`src/rtl/dma_periph_endpoint.sv`:
```
// rtl/dma_periph_endpoint.sv - 8237A-style DMA peripheral endpoint with byte FIFO
module dma_periph_endpoint #(
    parameter int FIFO_DEPTH = 8,
    parameter int DREQ_WM    = 1
) (
    input  logic        CLK,
    input  logic        RESET_N,
    input  logic        arm,
    input  logic        abort,
    input  logic        dir,
    output logic        DREQ,
    input  logic        DACK_N,
    input  logic        IOR_N,
    input  logic        IOW_N,
    input  logic        EOP_N,
    input  logic [7:0]  DB_IN,
    output logic [7:0]  DB_OUT,
    output logic        DB_OE,
    input  logic [7:0]  wr_data,
    input  logic        wr_valid,
    output logic        wr_ready,
    output logic [7:0]  rd_data,
    output logic        rd_valid,
    input  logic        rd_ready,
    output logic        done,
    output logic [15:0] byte_cnt,
    output logic        err_ovf,
    output logic        err_unf,
    output logic        err_proto
);
    localparam int AW = $clog2(FIFO_DEPTH);

    typedef enum logic [1:0] {IDLE, ARMED, ACK, DONE} state_t;
    state_t state, next_state;

    logic          dir_q, ior_q, iow_q, dack_q, clash, eop_seen;
    logic [7:0]    db_in_q;
    logic [7:0]    mem [FIFO_DEPTH];
    logic [AW-1:0] rd_ptr, wr_ptr;
    logic [AW:0]   count;
    logic          empty, full, active, ack_low, both_low, wrong_dir, eop_set;
    logic          ior_xfer, iow_xfer, bus_pop, bus_push, ovf, unf;
    logic          loc_push, loc_pop, do_push, do_pop, req_cond;
    logic [7:0]    push_data;

    assign empty  = (count == '0);
    assign full   = (count == (AW+1)'(FIFO_DEPTH));
    assign active = (state == ARMED) || (state == ACK);

    // A transfer is the strobe rising edge with DACK_N held low across it;
    // a cycle in which both strobes overlapped poisons the whole strobe pair.
    assign ack_low   = ~DACK_N & ~dack_q;
    assign ior_xfer  = (state == ACK) & ack_low & ~ior_q & IOR_N & ~clash & ~dir_q;
    assign iow_xfer  = (state == ACK) & ack_low & ~iow_q & IOW_N & ~clash & dir_q;
    assign both_low  = ~DACK_N & ~IOR_N & ~IOW_N;
    assign wrong_dir = (state == ACK) & ~DACK_N & (dir_q ? ~IOR_N : ~IOW_N);
    assign eop_set   = active & ~DACK_N & ~EOP_N;

    assign bus_pop  = ior_xfer & ~empty;
    assign unf      = ior_xfer & empty;
    assign bus_push = iow_xfer & ~full;
    assign ovf      = iow_xfer & full;

    assign wr_ready  = ~full & ~dir_q;
    assign rd_valid  = ~empty & dir_q;
    assign rd_data   = mem[rd_ptr];
    assign loc_push  = wr_valid & wr_ready;
    assign loc_pop   = rd_valid & rd_ready;
    assign do_push   = loc_push | bus_push;
    assign do_pop    = loc_pop | bus_pop;
    assign push_data = dir_q ? db_in_q : wr_data;

    assign DB_OUT = (~dir_q & ~empty) ? mem[rd_ptr] : 8'h00;
    assign DB_OE  = active & ~DACK_N & ~IOR_N & ~dir_q;
    assign done   = (state == DONE);

    assign req_cond = dir_q ? ((FIFO_DEPTH - int'(count)) >= DREQ_WM)
                            : (int'(count) >= DREQ_WM);

    always_comb begin
        next_state = state;
        case (state)
            IDLE:    if (arm) next_state = ARMED;
            ARMED:   if (!DACK_N) next_state = ACK;
            ACK:     if (DACK_N) next_state = eop_seen ? DONE : ARMED;
            DONE:    next_state = IDLE;
            default: next_state = IDLE;
        endcase
        if (abort) next_state = IDLE;
    end

    always_ff @(posedge CLK) begin
        if (do_push && !abort) mem[wr_ptr] <= push_data;
    end

    always_ff @(posedge CLK or negedge RESET_N) begin
        if (!RESET_N) begin
            state     <= IDLE;
            DREQ      <= 1'b0;
            dir_q     <= 1'b0;
            ior_q     <= 1'b1;
            iow_q     <= 1'b1;
            dack_q    <= 1'b1;
            clash     <= 1'b0;
            eop_seen  <= 1'b0;
            db_in_q   <= 8'h00;
            rd_ptr    <= '0;
            wr_ptr    <= '0;
            count     <= '0;
            byte_cnt  <= 16'h0000;
            err_ovf   <= 1'b0;
            err_unf   <= 1'b0;
            err_proto <= 1'b0;
        end else begin
            state  <= next_state;
            ior_q  <= IOR_N;
            iow_q  <= IOW_N;
            dack_q <= DACK_N;
            DREQ   <= ~abort & active & (next_state != DONE) & req_cond;
            if (!IOW_N) db_in_q <= DB_IN;
            if (both_low) clash <= 1'b1;
            else if (IOR_N && IOW_N) clash <= 1'b0;

            if (abort) begin
                rd_ptr    <= '0;
                wr_ptr    <= '0;
                count     <= '0;
                eop_seen  <= 1'b0;
                err_ovf   <= 1'b0;
                err_unf   <= 1'b0;
                err_proto <= 1'b0;
            end else begin
                if (do_push) wr_ptr <= wr_ptr + AW'(1);
                if (do_pop)  rd_ptr <= rd_ptr + AW'(1);
                if (do_push && !do_pop)      count <= count + (AW+1)'(1);
                else if (do_pop && !do_push) count <= count - (AW+1)'(1);
                if (ior_xfer || iow_xfer) byte_cnt <= byte_cnt + 16'd1;

                if (state == IDLE && arm) begin
                    dir_q     <= dir;
                    byte_cnt  <= 16'h0000;
                    err_ovf   <= 1'b0;
                    err_unf   <= 1'b0;
                    err_proto <= 1'b0;
                    eop_seen  <= 1'b0;
                end else begin
                    if (ovf) err_ovf <= 1'b1;
                    if (unf) err_unf <= 1'b1;
                    if (both_low || wrong_dir) err_proto <= 1'b1;
                    if (state == DONE) eop_seen <= 1'b0;
                    else if (eop_set)  eop_seen <= 1'b1;
                end
            end
        end
    end
endmodule
```
`config.mk`:
```
export PLATFORM = sky130hd
export DESIGN_NAME = dma_periph_endpoint
export DESIGN_NICKNAME = d
export VERILOG_FILES = /design/src/rtl/dma_periph_endpoint.sv
export SDC_FILE = /design/constraint.sdc
export NUM_CORES = 1
export LEC_CHECK = 0
export ABC_AREA = 0
export BUFFER_PORTS_ARGS = -buffer_cell sky130_fd_sc_hd__buf_2
export CAP_MARGIN = 25
export CORE_ASPECT_RATIO = 1.75
export CORE_UTILIZATION = 45
export CTS_CLUSTER_SIZE = 10
export DETAILED_ROUTE_END_ITERATION = 10
export GPL_ROUTABILITY_DRIVEN = 0
export PLACE_DENSITY = 0.74
export SLEW_MARGIN = 20
export SYNTH_ARGS = -nofsm -noshare
export SYNTH_HDL_FRONTEND = slang
export SYNTH_SLANG_ARGS = --single-unit
```
`constraint.sdc`:
```
create_clock -name CLK -period 8.3 [get_ports CLK]
set_input_delay 0 -clock CLK [delete_from_list [all_inputs] [get_ports CLK]]
set_output_delay 0 -clock CLK [all_outputs]
set_load 0.005 [all_outputs]
```
==> summary.md <==
| Metric | Value |
|---|---|
| Post-layout net count | 487 |
| Final cell count without fillers | 585 |
| Setup TNS | 0 ps |
| Ranking of synthesized cells by area | edfxtp_1 (38%), dfrtp_1 (21%), mux4_2 (7.1%), mux2_2 (5.5%), ha_1 (3.0%) |
| Final worst path period share | 36.8% |
| Comb power frac | 17.8% |
| Setup slack, reg-to-reg | 5240 ps |
| PortBufs | 66 |
| # IOs | 67 |
| First-pass GRT wire length | 17.0 mm |
| Finished Core Util | 54.3% |
| Vias in the first global route | 3321 |
| Flop pwr share | 48.0% |
| H-tree levels | 3 |
| Routed vias | 3291 |
| Later-pin clock latency in the skew report | 350 ps |
| DRT antenna net count | 0 |
| Crit-path cells | inv_1 > ha_1 > or4b_1 > a2bb2oi_4 > nor2_4 > nand2_1 > nor2_1 |
| CTS sink count | 110 |
| DR iter-0 viols | 178 |
| Syn Area/Cell | 13.7 sq um |
| RSZ-0062 raised after global routing | false |
| P_int | 0.990 mW |
| Synthesized cell area | 5070 sq um |
| Register area | 3080 sq um |
| Max-Cap Viols | 0 |
| Synthesis-to-finish area growth | 18.1% |
| Post-detailed-routing wire length | 10.8 mm |
| DR vias/cell | 5.63 |
| Initial Utilization | 46.0% |
| Delay-heaviest family, CP | simple AND/OR/NAND/NOR gates |
| Power Total | 1.35 mW |
| Cell taking the most area after synthesis | edfxtp_1 |
| Tmin final | 3060 ps |
| Kind of critical path | reg -> reg |
| Core area | 11000 sq um |
| Delay of the slowest cell on the worst path | 680 ps |
| Crit Path Max Fanout | 8 |
| Slack of the critical path | 5240 ps |
| Slew Viols, Final | 0 |
| Achievable Freq | 327 MHz |
| HPWL Detailed | 7.59 mm |
| Slew @ Worst Pin | 944 ps |
| Grt total ovfl | 0 |
| VDD IR-drop max | 0.186 mV |
| GR Util All Layers | 20.2% |
| Share of the synthesized area in the top cell type | 37.9% |
| Number of CTS-inserted buffers | 9 |
| Switching Fraction | 26.6% |
| Arrival @ worst endpoint | 3040 ps |
| Critical Path RT | 8280 ps |
| First-pass iteration count of the detailed router | 4 |
| Status | finished clean |
| Setup crit end kind | register |
| Gate count of the mapped netlist | 370 |
| Clk pwr share | 34.1% |
| Number of synthesized flops with an enable pin | 64 |
| Yosys reg bits | 110 |
| Slew margin rel. | 36.9% |
| Hold buffers post-CTS | 14 |
| DIE AREA | 11700 sq um |
| CTS tree | yes |
| Inserted Diodes | 0 |
| Yosys warns | 0 |
| Synth async-reset ratio | 41.8% |
| CP Launch Type | register |
| Initial antenna violation count | 0 |
| Remaining DRCs | 0 |
| # resized after CTS | 0 |
| Post-layout instance area | 5990 sq um |
| PwrDens | 225 nW/um^2 |
| Pin count of the biggest net entering global routing | 47 |
| Clock-pin slew on the worst setup and hold paths | 70 ps |
| Placed inst area | 5520 sq um |
| FILL cells | 927 |
| Synth cell types | 50 |
| P_leak | 2.42 nW |
| Setup repair bufs after CTS | 0 |
| # setup viols final | 0 |
| Syn Nets | 409 |
| Die width | 82.3 um |
| Site row count | 51 |
| Fin. Hold Viols | 0 |
| Worst path slowest cell | nor2_1 |
| CP bufs+invs | 1 |
| WL/cell | 18.5 um |
| Sequential area share after synthesis | 60.6% |
| Die H | 142 um |
| Post-synth top flop | edfxtp_1 |
| Multi-input gate area | 1880 sq um |
| Hold crit path type | in -> reg |
| Maximum buffer depth of the clock tree | 2 |
| Worst Hold Slack | 57.7 ps |
| Sw Pwr | 0.360 mW |
| Post-route clock skew | 7.32 ps |
| Clock root buffer | clkbuf_16 |
| Pre-CTS WS | 5030 ps |
| Placed cells | 554 |
| Proportion of layout cells with a drive suffix above 1 | 30.2% |
[final timing paths]
path / from / end / cells past startpoint
min in group asynchronous: RESET_N / rd_ptr[1] / 3
worst max register to register: state[0] / mem[6][0] / 7
worst min register to register: err_proto / err_proto / 1
worst min-delay path: abort / rd_ptr[0] / 2
max in group asynchronous: RESET_N / byte_cnt[15] / 3
worst max-delay path: state[0] / mem[6][0] / 7
[power by group through the flow]
stage	combinational, mW	sequential [mW]	clock [mW]
final	0.241	0.648	0.461
after global routing	0.267	0.653	0.488
after CTS	0.240	0.649	0.470
after detailed placement	0.234	0.660	0
after global placement	0.229	0.659	0
after floorplan	0.171	0.639	0
[cell type report]
| cell class | instances | share of cell area [%] |
|---|---|---|
| Sequential cell | 110 | 51.4 |
| Clock buffer | 10 | 3.82 |
| Multi-Input combinational cell | 231 | 31.4 |
| Inverter | 11 | 0.689 |
| Clock inverter | 6 | 1.50 |
| Tap cell | 132 | 2.76 |
| Timing Repair Buffer | 85 | 8.44 |
[kinds of logic (layout without fill, tap and decap cells)]
| group | Yosys count | in the layout | synth area share (%) |
|---|---|---|---|
| buffers and inverters | 29 | 112 | 2.44 |
| adders and majority gates | 12 | 12 | 2.96 |
| and+or+nand+nor | 112 | 112 | 10.9 |
| AOI/OAI and AO/OA | 45 | 45 | 6.44 |
| muxes | 43 | 43 | 13.0 |
| DFF | 110 | 110 | 60.6 |
| xor gates and xnor gates | 19 | 19 | 3.55 |
[synthesized netlist by cell type, types with 5 or more instances]
| master | number |
|---|---|
| and3_1 | 13 |
| nor3_1 | 7 |
| nand2_1 | 20 |
| o2111ai_1 | 7 |
| mux4_2 | 16 |
| ha_1 | 12 |
| dfrtp_1 | 43 |
| xor2_1 | 15 |
| o211ai_1 | 5 |
| edfxtp_1 | 64 |
| nand3_1 | 8 |
| inv_1 | 11 |
| mux2_2 | 25 |
| clkbuf_1 | 11 |
| nand4_1 | 5 |
| a21oi_1 | 10 |
| nor2_1 | 40 |
| o21ai_0 | 9 |
[state kept, by name, summed over array words and instances, names as in the netlist, 2 cells and up]
register,flops
count,4
wr_ptr,3
mem,64
byte_cnt,16
rd_ptr,3
db_in_q,8
state,2
[cell usage in the layout, fill, tap and decap left out, types with 7 or more instances in the layout]
cell type,n
a21oi_1,10
and3_1,13
buf_2,66
clkbuf_16,9
dfrtp_1,42
dlygate4sd3_1,14
edfxtp_1,64
ha_1,12
inv_1,11
mux2_2,25
mux4_2,16
nand2_1,20
nand3_1,8
nor2_1,40
o2111ai_1,7
o21ai_0,9
xor2_1,15
[worst reg2reg max path, cell delays in order, from the launching register on]
cell       delay, ps
dfrtp_1          430
inv_1            120
ha_1             240
or4b_1           640
a2bb2oi_4        250
nor2_4           200
nand2_1          140
nor2_1           680
[per-layer routing]
metal | vias to the layer above | global-route usage [%] | wire (um)
met5 | - | 0 | 0
met2 | 113 | 36.1 | 5870
met3 | 27 | 3.59 | 378
met1 | 1617 | 21.4 | 4130
li1 | 1534 | - | -
met4 | 0 | 11.9 | 455
(Power assumes the default switching activity.)
